### src/rtl/fabric_seq_ctrl_pkg.sv
// ============================================================================
// Module      : fabric_seq_ctrl_pkg
// Description : Shared definitions for the ternary fabric load sequencer.
//               Holds the sequencer state encoding, the widths of the job
//               configuration fields and small sizing helpers. The register
//               block and lane datapath use the same definitions.
// Revision    : 1.0 - initial release
// ============================================================================
`default_nettype none

package fabric_seq_ctrl_pkg;

  // Widths of the job configuration fields written by the register block.
  localparam int c_depth_width  = 16;
  localparam int c_stride_width = 8;

  // Sequencer states, explicitly 2 bits wide.
  typedef enum logic [1:0] {
    FSEQ_IDLE  = 2'd0,
    FSEQ_ISSUE = 2'd1,
    FSEQ_DRAIN = 2'd2,
    FSEQ_DONE  = 2'd3
  } fseq_state_t;

  // Byte-address step of one word.
  function automatic int bytes_per_word(input int data_width);
    return data_width / 8;
  endfunction

  // A credit counter must represent 0..max inclusive.
  function automatic int credit_width(input int max_outstanding);
    return $clog2(max_outstanding) + 1;
  endfunction

endpackage

`default_nettype wire

### src/rtl/fabric_seq_ctrl_if.sv
// ============================================================================
// Module      : fabric_seq_ctrl_if
// Description : Fabric memory read bus between the sequencer (master) and
//               the fabric memory (slave).
//               mem_req_addr  : read request byte address
//               mem_req_valid : request valid, held with stable addr until ready
//               mem_req_ready : memory accepts request when valid & ready
//               mem_rsp_valid : in-order read response strobe, no backpressure
//               mem_rsp_data  : read response data
// Revision    : 1.0 - initial release
// ============================================================================
`default_nettype none

interface fabric_seq_ctrl_if #(
  parameter int ADDR_WIDTH = 32,
  parameter int DATA_WIDTH = 32
);

  logic [ADDR_WIDTH-1:0] mem_req_addr;
  logic                  mem_req_valid;
  logic                  mem_req_ready;
  logic                  mem_rsp_valid;
  logic [DATA_WIDTH-1:0] mem_rsp_data;

  modport master (
    output mem_req_addr,
    output mem_req_valid,
    input  mem_req_ready,
    input  mem_rsp_valid,
    input  mem_rsp_data
  );

  modport slave (
    input  mem_req_addr,
    input  mem_req_valid,
    output mem_req_ready,
    output mem_rsp_valid,
    output mem_rsp_data
  );

endinterface

`default_nettype wire

### src/rtl/fabric_seq_ctrl_credit_counter.sv
// ============================================================================
// Module      : fabric_credit_counter
// Description : Outstanding-request credit counter. Counts up on an issued
//               request and down on a returned response; a simultaneous
//               up and down leaves the count unchanged. A down with the
//               count at zero and no same-cycle up is reported as underflow
//               and leaves the count at zero.
// Ports       : s_axi_aclk    in  clock
//               s_axi_aresetn in  asynchronous active-low reset
//               i_clear       in  synchronous clear (job launch)
//               i_inc         in  request handshake
//               i_dec         in  response strobe
//               o_full        out count == MAX_COUNT
//               o_empty       out count == 0
//               o_underflow   out i_dec with nothing outstanding
// Revision    : 1.0 - initial release
// ============================================================================
`default_nettype none

module fabric_credit_counter
  import fabric_seq_ctrl_pkg::*;
#(
  parameter int MAX_COUNT = 4,
  parameter int WIDTH     = credit_width(MAX_COUNT)
) (
  input  logic s_axi_aclk,
  input  logic s_axi_aresetn,
  input  logic i_clear,
  input  logic i_inc,
  input  logic i_dec,
  output logic o_full,
  output logic o_empty,
  output logic o_underflow
);

  localparam logic [WIDTH-1:0] c_max = WIDTH'(MAX_COUNT);

  logic [WIDTH-1:0] r_count;

  assign o_empty     = (r_count == '0);
  assign o_full      = (r_count == c_max);
  assign o_underflow = i_dec & ~i_inc & o_empty;

  always_ff @(posedge s_axi_aclk or negedge s_axi_aresetn) begin
    if (!s_axi_aresetn) begin
      r_count <= '0;
    end else if (i_clear) begin
      r_count <= '0;
    end else if (i_inc & ~i_dec & ~o_full) begin
      r_count <= r_count + 1'b1;
    end else if (i_dec & ~i_inc & ~o_empty) begin
      r_count <= r_count - 1'b1;
    end
  end

endmodule

`default_nettype wire

### src/rtl/fabric_seq_ctrl.sv
// ============================================================================
// Module      : fabric_seq_ctrl
// Description : Sequencer for the ternary fabric load path. A rising edge of
//               fabric_start in IDLE launches a job that reads fabric_depth
//               words starting at fabric_base_addr, stepping fabric_stride
//               words each time, with at most MAX_OUTSTANDING requests in
//               flight. Responses are forwarded in order to the lane
//               datapath, and a one-cycle fabric_done ends the job.
// Ports       : s_axi_aclk, s_axi_aresetn   clock, async active-low reset
//               fabric_base_addr/depth/stride job config, latched at launch
//               fabric_start                 level; rising edge launches
//               fabric_done                  one-cycle completion pulse
//               busy                         launch+1 through done pulse
//               mem (master)                 fabric memory read bus
//               lane_valid/data/last         registered response to lanes
//               rsp_err                      sticky unsolicited-response flag
// Revision    : 1.0 - initial release
// ============================================================================
`default_nettype none

module fabric_seq_ctrl
  import fabric_seq_ctrl_pkg::*;
#(
  parameter int ADDR_WIDTH      = 32,
  parameter int DATA_WIDTH      = 32,
  parameter int MAX_OUTSTANDING = 4
) (
  input  logic                      s_axi_aclk,
  input  logic                      s_axi_aresetn,
  input  logic [ADDR_WIDTH-1:0]     fabric_base_addr,
  input  logic [c_depth_width-1:0]  fabric_depth,
  input  logic [c_stride_width-1:0] fabric_stride,
  input  logic                      fabric_start,
  output logic                      fabric_done,
  output logic                      busy,
  fabric_seq_ctrl_if.master         mem,
  output logic                      lane_valid,
  output logic [DATA_WIDTH-1:0]     lane_data,
  output logic                      lane_last,
  output logic                      rsp_err
);

  localparam int c_bytes_per_word = bytes_per_word(DATA_WIDTH);

  fseq_state_t                r_state;
  logic                       r_start_q;
  logic [ADDR_WIDTH-1:0]      r_addr;
  logic [c_depth_width-1:0]   r_depth;
  logic [c_stride_width-1:0]  r_stride;
  logic [c_depth_width-1:0]   r_issued;
  logic [c_depth_width-1:0]   r_received;
  logic                       r_done;
  logic                       r_busy;
  logic                       r_rsp_err;
  logic                       r_lane_valid;
  logic [DATA_WIDTH-1:0]      r_lane_data;
  logic                       r_lane_last;

  logic                       w_launch;
  logic                       w_req_valid;
  logic                       w_req_fire;
  logic                       w_rsp_live;
  logic                       w_rsp_accept;
  logic                       w_credit_full;
  logic                       w_credit_empty;
  logic                       w_underflow;
  logic [ADDR_WIDTH-1:0]      w_step;
  logic [c_depth_width-1:0]   w_issued_next;
  logic [c_depth_width-1:0]   w_received_next;

  // Edge detect only in IDLE, so a start left high across a job (or raised
  // mid-job) cannot relaunch until it drops and rises again.
  assign w_launch = (r_state == FSEQ_IDLE) & fabric_start & ~r_start_q;

  // Valid is a function of registered state only: it can only fall through
  // a handshake, which keeps valid/addr stable while ready is low.
  assign w_req_valid = (r_state == FSEQ_ISSUE) & (r_issued < r_depth) & ~w_credit_full;
  assign w_req_fire  = w_req_valid & mem.mem_req_ready;

  // Responses in IDLE belong to no job (e.g. in flight across a reset).
  assign w_rsp_live   = mem.mem_rsp_valid & (r_state != FSEQ_IDLE);
  assign w_rsp_accept = w_rsp_live & ~w_underflow;

  // Address arithmetic wraps naturally modulo 2^ADDR_WIDTH.
  assign w_step          = ADDR_WIDTH'(r_stride) * ADDR_WIDTH'(c_bytes_per_word);
  assign w_issued_next   = r_issued + 1'b1;
  assign w_received_next = r_received + 1'b1;

  assign mem.mem_req_addr  = r_addr;
  assign mem.mem_req_valid = w_req_valid;

  assign fabric_done = r_done;
  assign busy        = r_busy;
  assign rsp_err     = r_rsp_err;
  assign lane_valid  = r_lane_valid;
  assign lane_data   = r_lane_data;
  assign lane_last   = r_lane_last;

  fabric_credit_counter #(
    .MAX_COUNT (MAX_OUTSTANDING)
  ) u_credit (
    .s_axi_aclk    (s_axi_aclk),
    .s_axi_aresetn (s_axi_aresetn),
    .i_clear       (w_launch),
    .i_inc         (w_req_fire),
    .i_dec         (w_rsp_live),
    .o_full        (w_credit_full),
    .o_empty       (w_credit_empty),
    .o_underflow   (w_underflow)
  );

  always_ff @(posedge s_axi_aclk or negedge s_axi_aresetn) begin
    if (!s_axi_aresetn) begin
      r_state      <= FSEQ_IDLE;
      r_start_q    <= 1'b0;
      r_addr       <= '0;
      r_depth      <= '0;
      r_stride     <= '0;
      r_issued     <= '0;
      r_received   <= '0;
      r_done       <= 1'b0;
      r_busy       <= 1'b0;
      r_rsp_err    <= 1'b0;
      r_lane_valid <= 1'b0;
      r_lane_data  <= '0;
      r_lane_last  <= 1'b0;
    end else begin
      r_start_q    <= fabric_start;
      r_done       <= 1'b0;
      r_lane_valid <= w_rsp_accept;
      r_lane_last  <= w_rsp_accept & (w_received_next == r_depth);

      if (w_rsp_accept) begin
        r_lane_data <= mem.mem_rsp_data;
        r_received  <= w_received_next;
      end

      if (w_rsp_live & w_underflow) begin
        r_rsp_err <= 1'b1;
      end

      case (r_state)
        FSEQ_IDLE: begin
          if (w_launch) begin
            r_addr     <= fabric_base_addr;
            r_depth    <= fabric_depth;
            r_stride   <= fabric_stride;
            r_issued   <= '0;
            r_received <= '0;
            r_rsp_err  <= 1'b0;
            r_busy     <= 1'b1;
            // An empty job goes straight to DONE so done pulses in the
            // first cycle after launch.
            if (fabric_depth == '0) begin
              r_state <= FSEQ_DONE;
              r_done  <= 1'b1;
            end else begin
              r_state <= FSEQ_ISSUE;
            end
          end
        end

        FSEQ_ISSUE: begin
          if (w_req_fire) begin
            r_addr   <= r_addr + w_step;
            r_issued <= w_issued_next;
            if (w_issued_next == r_depth) begin
              r_state <= FSEQ_DRAIN;
            end
          end
        end

        FSEQ_DRAIN: begin
          if (w_credit_empty && (r_received == r_depth)) begin
            r_state <= FSEQ_DONE;
            r_done  <= 1'b1;
          end
        end

        FSEQ_DONE: begin
          r_state <= FSEQ_IDLE;
          r_busy  <= 1'b0;
        end

        default: begin
          r_state <= FSEQ_IDLE;
          r_busy  <= 1'b0;
        end
      endcase
    end
  end

endmodule

`default_nettype wire

### src/flat_wrapper.sv
// flat-port wrapper written by rule: the top's interface ports become plain ports
module fabric_seq_ctrl_flat import fabric_seq_ctrl_pkg::*;
#(
  parameter int ADDR_WIDTH      = 32,
  parameter int DATA_WIDTH      = 32,
  parameter int MAX_OUTSTANDING = 4
)
  (s_axi_aclk, s_axi_aresetn, fabric_base_addr, fabric_depth, fabric_stride, fabric_start, fabric_done, busy, lane_valid, lane_data, lane_last, rsp_err, mem_mem_req_addr, mem_mem_req_valid, mem_mem_req_ready, mem_mem_rsp_valid, mem_mem_rsp_data);
  fabric_seq_ctrl_if #(.ADDR_WIDTH(ADDR_WIDTH), .DATA_WIDTH(DATA_WIDTH)) mem_i ();
  input  logic s_axi_aclk;
  input  logic s_axi_aresetn;
  input  logic [ADDR_WIDTH-1:0] fabric_base_addr;
  input  logic [c_depth_width-1:0] fabric_depth;
  input  logic [c_stride_width-1:0] fabric_stride;
  input  logic fabric_start;
  output logic fabric_done;
  output logic busy;
  output logic lane_valid;
  output logic [DATA_WIDTH-1:0] lane_data;
  output logic lane_last;
  output logic rsp_err;
  output wire logic [$bits(mem_i.mem_req_addr)-1:0] mem_mem_req_addr;
  output wire logic [$bits(mem_i.mem_req_valid)-1:0] mem_mem_req_valid;
  input wire logic [$bits(mem_i.mem_req_ready)-1:0] mem_mem_req_ready;
  input wire logic [$bits(mem_i.mem_rsp_valid)-1:0] mem_mem_rsp_valid;
  input wire logic [$bits(mem_i.mem_rsp_data)-1:0] mem_mem_rsp_data;
  assign mem_mem_req_addr = mem_i.mem_req_addr;
  assign mem_mem_req_valid = mem_i.mem_req_valid;
  assign mem_i.mem_req_ready = mem_mem_req_ready;
  assign mem_i.mem_rsp_valid = mem_mem_rsp_valid;
  assign mem_i.mem_rsp_data = mem_mem_rsp_data;
  fabric_seq_ctrl #(.ADDR_WIDTH(ADDR_WIDTH), .DATA_WIDTH(DATA_WIDTH), .MAX_OUTSTANDING(MAX_OUTSTANDING)) u_core (.s_axi_aclk(s_axi_aclk), .s_axi_aresetn(s_axi_aresetn), .fabric_base_addr(fabric_base_addr), .fabric_depth(fabric_depth), .fabric_stride(fabric_stride), .fabric_start(fabric_start), .fabric_done(fabric_done), .busy(busy), .mem(mem_i), .lane_valid(lane_valid), .lane_data(lane_data), .lane_last(lane_last), .rsp_err(rsp_err));
endmodule
### config.mk
export PLATFORM = sky130hd
export DESIGN_NAME = fabric_seq_ctrl_flat
export DESIGN_NICKNAME = d
export VERILOG_FILES = /design/src/rtl/fabric_seq_ctrl_pkg.sv /design/src/rtl/fabric_seq_ctrl_if.sv /design/src/rtl/fabric_seq_ctrl_credit_counter.sv /design/src/rtl/fabric_seq_ctrl.sv /design/src/flat_wrapper.sv
export SDC_FILE = /design/constraint.sdc
export NUM_CORES = 1
export LEC_CHECK = 0
export CAP_MARGIN = 20
export CORE_ASPECT_RATIO = 0.75
export CORE_MARGIN = 2
export CORE_UTILIZATION = 55
export CTS_CLUSTER_SIZE = 14
export DETAILED_ROUTE_END_ITERATION = 10
export PLACE_DENSITY = 0.87
export SKIP_LAST_GASP = 1
export SLEW_MARGIN = 20
export SYNTH_ARGS = -nofsm -noshare
export SYNTH_HDL_FRONTEND = slang
export SYNTH_SLANG_ARGS = --single-unit
### constraint.sdc
create_clock -name s_axi_aclk -period 4.8 [get_ports s_axi_aclk]
set_clock_uncertainty 0.2 [all_clocks]
set_input_delay 0.48 -clock s_axi_aclk [delete_from_list [all_inputs] [get_ports s_axi_aclk]]
set_output_delay 0.48 -clock s_axi_aclk [all_outputs]
set_load 0.005 [all_outputs]
# Word-level counts from Yosys, hierarchy flattened
# Cells that the tools add are included.
[classes]
magnitude_cmp = 1
n_mux = 27
n_eq_ne = 11
addsub = 5
n_bitwise = 20
n_reduce_logical = 12
[ops]
columns = ["op", "n"]
rows = [
  ["16-bit 2-to-1 mux", 5],
  ["32-bit 2-to-1 mux", 2],
  ["32-bit one-hot mux with 2 select lines", 1],
  ["16-bit == test", 3],
  ["16-bit by 1-bit adder with 16-bit output, second input constant", 2],
  ["32-bit by 10-bit adder with 32-bit output", 1],
  ["16-bit one-hot mux with 2 select lines", 1],
  ["16-bit logical NOT", 1],
  ["16-bit less-than comparator", 1],
  ["1-bit AND", 14],
  ["2-bit 2-to-1 mux", 5],
  ["3-bit 2-to-1 mux", 3],
  ["2-bit one-hot mux with 4 select lines", 1],
  ["1-bit 2-to-1 mux", 7],
  ["2-bit != test, second input constant", 3],
  ["1-bit NOT", 6],
  ["2-bit nonzero test", 3],
  ["2-bit == test, second input constant", 2],
  ["1-bit one-hot mux with 2 select lines", 2],
  ["2-bit AND reduction", 2],
  ["4-bit AND reduction", 1],
  ["3-bit by 1-bit adder with 3-bit output, second input constant", 1],
  ["3-bit == test, second input constant", 1],
  ["3-bit logical NOT", 1],
  ["7 further kinds", 7],
]
[word_totals]
ff_bits = 131
input_bits = 93
output_inout_bits = 70
elab_cells = 90

# Logic depth before layout (Yosys ltp)
[depth]
word_depth = 12
depth_mapped = 13
mapped_depth_nobuf = 11

# Modules after synthesis
# A second synthesis with hierarchy kept.
[unflattened]
cells_unflattened = 837
hier_area_um2 = 7872.6
[by_module_without_submodules]
columns = ["mod", "cells_each", "n_inst", "area_per_inst_um2", "seq_area_each_um2"]
rows = [
  ["fabric_seq_ctrl", 812, 1, 7633.6, 3203.1],
  ["fabric_credit_counter", 25, 1, 239.0, 75.1],
]

# Worst setup path before layout
# No wires, ideal clock.
[synth_path]
kind = "register -> register"
startpoint = "register u_core.r_depth[13]"
endpoint = "register u_core.u_credit.r_count[2]"
period_less_slack_ns = 3.101
n_path_buf = 0
t_required_ns = 4.465
setup_slack_ns = 1.699
t_arrival_ns = 2.766
setup_time_ns = 0.135
path_stages_with_launch = 12
path_cell_list = "dfrtp_1 inv_1 ha_1 nand4_1 or3_1 a2111o_1 nand3_2 nor2_1 fa_1 nor4_1 a31o_2 a211oi_1"
[synth_between]
elab_chain_cells = 8
elab_cells_between_ends = 12
classes_between = "order compare (1); mux (2); bitwise (8); reduce/logical (1)"
[synth_lines]
columns = ["item", "line", "text"]
rows = [
  ["start: declaration", "fabric_seq_ctrl.sv:48", "logic [c_depth_width-1:0] r_depth;"],
  ["start signal: assignment", "fabric_seq_ctrl.sv:146", "r_depth <= fabric_depth;"],
  ["16-bit less-than comparator (*)", "fabric_seq_ctrl.sv:77", "assign w_req_valid = (r_state == FSEQ_ISSUE) & (r_issued < r_depth) & ~w_credit_full;"],
  ["1-bit AND (*) (2 in series)", "fabric_seq_ctrl.sv:77", ""],
  ["1-bit AND (*)", "fabric_seq_ctrl.sv:78", "assign w_req_fire = w_req_valid & mem.mem_req_ready;"],
  ["1-bit AND / 1-bit NOT (equally long branches)", "fabric_seq_ctrl_credit_counter.sv:49, fabric_seq_ctrl_credit_counter.sv:51", ""],
  ["1-bit AND (on tied branches)", "fabric_seq_ctrl_credit_counter.sv:49, fabric_seq_ctrl_credit_counter.sv:51", ""],
  ["3-bit 2-to-1 mux / 1-bit AND (equally long branches)", "fabric_seq_ctrl_credit_counter.sv:49, fabric_seq_ctrl_credit_counter.sv:51", ""],
  ["3-bit 2-to-1 mux / 3-bit nonzero test (equally long branches)", "-", ""],
  ["end signal: assignment", "fabric_seq_ctrl_credit_counter.sv:50", "r_count <= r_count + 1'b1;"],
  ["end signal: assignment", "fabric_seq_ctrl_credit_counter.sv:52", "r_count <= r_count - 1'b1;"],
  ["end: declaration", "fabric_seq_ctrl_credit_counter.sv:38", "logic [WIDTH-1:0] r_count;"],
]
# Every way passes the cells marked *; elsewhere a longest branch is shown, timed or not.
# A chain may end at the register's enable or synchronous reset.

# Worst setup path in the final report
[layout_path]
startpoint = "register u_core.r_issued[12]"
endpoint = "output port mem_mem_req_valid"
[layout_between]
elab_chain_cells = 3
[layout_lines]
columns = ["item", "line", "text"]
rows = [
  ["start: declaration", "fabric_seq_ctrl.sv:50", "logic [c_depth_width-1:0] r_issued;"],
  ["start signal: assignment", "fabric_seq_ctrl.sv:166", "r_issued <= w_issued_next;"],
  ["16-bit less-than comparator", "fabric_seq_ctrl.sv:77", ""],
  ["1-bit AND (2 in series)", "fabric_seq_ctrl.sv:77", ""],
  ["end: declaration", "flat_wrapper.sv:23", "output wire logic [$bits(mem_i.mem_req_valid)-1:0] mem_mem_req_valid;"],
]
# Every way passes these cells.

==> metrics.md <==
| Metric | Value |
|---|---|
| Core area | `14500 sq um` |
| Rel. slew slack | `26.7%` |
| Gr ovfl total | `0` |
| Clk slew on worst S/H paths | `0.07 ns` |
| Final HPWL DP | `16000 microns` |
| Library cells used by synthesis | `67` |
| Clk Latency, worst-skew pair | `0.43 ns` |
| Cell count after synthesis | `886` |
| Nets | `1155` |
| Vias per cell | `6.10` |
| Synth area leaders | `dfrtp_1, xnor2_1, ha_1` |
| Chip Width | `144 microns` |
| I/O pin cnt | `163` |
| GP Congestion | `0.935` |
| Fmax | `271 MHz` |
| Final core occ | `72.5%` |
| Final WL | `23100 microns` |
| Placement Cell Area | `9900 sq um` |
| Post-cts resize count | `0` |
| Yosys top cell area share | `40.4%` |
| Total number of vias | `7576` |
| Hold Violations, Final | `43` |
| Largest net degree at the start of global routing | `99` |
| Pwr Density | `638 nW/um^2` |
| Max-cap violations | `0` |
| Placed Cells | `1210` |
| Total Die Area | `15700 sq um` |
| Die height | `109 microns` |
| Slowest stage cell, crit path | `clkdlybuf4s50_1` |
| Worst-path cell chain | `ha_1 -> nand4_1 -> or3_1 -> a2111o_1 -> nand2_1 -> nor2_1 -> clkdlybuf4s50_1` |
| Cell area after layout | `10500 sq um` |
| DRC Markers | `0` |
| Layout cells sized above 1 | `10.3%` |
| 1st-iter DRT viols | `771` |
| Routed wire per std cell | `18.6 microns` |
| Crit end category | `primary output` |
| Synth-to-Final Area Change | `29.3%` |
| Overall power | `6690 uW` |
| Worst vdd ir | `0.298 mV` |
| Failing checks | `hold timing` |
| Setup TNS | `0 ns` |
| Synth Area per Inst | `9.15 sq um` |
| Initial Util | `56.1%` |
| Least-Margin Pin Slew | `1.10 ns` |
| Post-synth EDFFs | `0` |
| Antenna fix cells | `0` |
| FFs w/ async S/R, synth | `100%` |
| Slew Viols, Final | `0` |
| GRT Util Overall | `29.8%` |
| Crit path arrival time | `3.01 ns` |
| Initial antenna violation count | `0` |
| Seq. cell area | `3280 sq um` |
| Setup violations, final | `0` |
| Cts hold-fix bufs | `0` |
| RSZ-0062 raised after global routing | `false` |
| Root Driver | `clkbuf_16` |
| Vias in the first global route | `7214` |
| Fillcell total | `1068` |
| Slowest cell delay on critical path | `0.53 ns` |
| Top cell type by total area after synthesis | `dfrtp_1` |
| CP startpoint kind | `flip-flop` |
| Critical Path RT | `4.12 ns` |
| H-tree depth | `4` |
| Critical path type | `reg2out` |
| Max Root-Sink Buffers | `2` |
| Hold_ws | `-0.0726 ns` |
| Multi-input logic area | `4510 sq um` |
| # port buffers | `162` |
| # rows | `38` |
| DR pass1 iterations | `7` |
| Register bit total from synthesis | `131` |
| Yosys warnings | `0` |
| First-pass GRT wire length | `36600 microns` |
| Synthesized net count | `1012` |
| Mapped cell area | `8110 sq um` |
| Minimum clock period | `3.69 ns` |
| Final ANT Viol Nets | `0` |
| Primary FF master, synth | `dfrtp_1` |
| HP Class | `in2async` |
| Status | `finished, violations left` |
| Post-CTS Repair Setup Buffers | `0` |
| Clock sinks | `131` |
| Leakage power | `0.00432 uW` |
| Sequential area share after synthesis | `40.4%` |
| Num CTS Buffers | `17` |
| Layout Cells excl Fill | `1242` |
| Crit path max fanout | `10` |
| CTS tree | `built` |
| Final period util | `76.9%` |
## layout by cell type, fill, tap and decap left out, types with 7 or more instances in the layout
cell type        synthesis  final
ha_1                    31     30
xor2_1                  21     21
nand2_1                 99     99
o211ai_1                 7      7
o21ai_0                 52     52
nand4_1                 18     18
a31o_2                   7      7
mux2i_1                  9      9
nand3_1                 29     29
a22o_1                  12     12
a31oi_1                  7      7
clkbuf_16                0     17
buf_4                    1     11
dfrtp_1                131    131
nor3_1                  24     23
nor4_1                  19     19
and2_1                   8      8
clkdlybuf4s50_1          0    161
xnor2_1                 46     46
and3_1                  14     14
a21oi_1                 43     43
mux2_2                  34     34
inv_1                   37     37
a211oi_1                11     11
o22ai_1                 19     19
nor2_1                  51     49
nand2b_1                14     14
## path summary, 6_finish.rpt
check / startpoint / end / slack (ns) / cells after the start
min reg2reg: u_core.r_stride[4] / u_core.r_stride[4] / 0.29 / 2
min: s_axi_aresetn / u_core.r_stride[0] / -0.07 / 1
max in group asynchronous: s_axi_aresetn / u_core.mem.mem_req_addr[14] / 3.40 / 2
min in group s_axi_aclk: u_core.r_stride[4] / u_core.r_stride[4] / 0.29 / 2
max reg2reg: u_core.r_issued[12] / u_core.r_issued[4] / 1.21 / 9
max: u_core.r_issued[12] / mem_mem_req_valid / 1.11 / 7
## worst max-delay path, delay by kind of cell (launching register included)
| family | cells | cell delay (ns) |
|---|---|---|
| and+or+nand+nor | 4 | 0.77 |
| buffers and inverters | 1 | 0.53 |
| DFF | 1 | 0.50 |
| AOI/OAI and AO/OA | 1 | 0.46 |
| adders and majority gates | 1 | 0.34 |
## final cells by class
type,instances,area share [%]
well taps,200,2.39
clock inverters,15,1.52
repair buffers,174,16.5
multi-input cells,668,43.0
inverters,37,1.32
flip-flops and latches,131,31.3
clock buffers,17,4.06
## per-layer routing
layer	track usage (%)	vias to the layer above	wire (microns)
met5	0	-	0
met1	42.3	3614	9950
met3	7.47	36	2460
met4	8.32	0	409
li1	-	3508	-
met2	45.7	418	10200
## cells by family after synthesis
group           Yosys count  share of synthesized area [%]
flops                   131                           40.4
simple gates            322                           20.5
fa+ha+maj                33                           5.28
compound gates          203                           16.4
xor+xnor                 67                           7.24
mux                      43                           5.83
buf+inv                  87                           4.26
## stage by stage
stage	hold WS [ns]	worst slack [ns]
global placement	0.265	1.08
detailed placement	0.268	0.937
finish	-0.0726	1.11
global route	0.0320	0.942
CTS	0.000687	0.843
floorplan	-0.0156	1.70
## synth_stat cells (5+ instances only)
cell type and instances:
or3_1 6, o21ai_0 52, inv_1 37, nor3b_1 5, nor2_1 51, nor4_1 19, o211ai_1 7, a2111oi_0 5
a211oi_1 11, ha_1 31, xor2_1 21, a31oi_1 7, dfrtp_1 131, nand3_1 29, mux2_2 34, and4_1 6
a21o_1 5, nand2b_1 14, o22ai_1 19, mux2i_1 9, a22o_1 12, clkbuf_1 33, nor3_1 24, and3_1 14
a21oi_1 43, a31o_2 7, nand4_1 18, xnor2_1 46, nand2_1 99, and2_1 8, buf_2 12
## registers in the layout, summed over array words and instances (netlist names)
name                     cells
u_core.fabric_done           1
u_core.busy                  1
u_core.u_credit.r_count      3
u_core.lane_valid            1
u_core.rsp_err               1
u_core.r_depth              16
u_core.r_state               2
u_core.r_stride              8
u_core.lane_data            32
u_core.lane_last             1
u_core.r_issued             16
u_core.mem.mem_req_addr     32
u_core.r_received           16
u_core.r_start_q             1
## power by group
group          internal (uW)  switching [uW]  total [uW]
Sequential              1560             483        2040
Combinational           1630            1740        3370
Clock                    696             586        1280
Total                   3880            2810        6690
(Power assumes the default switching activity.)
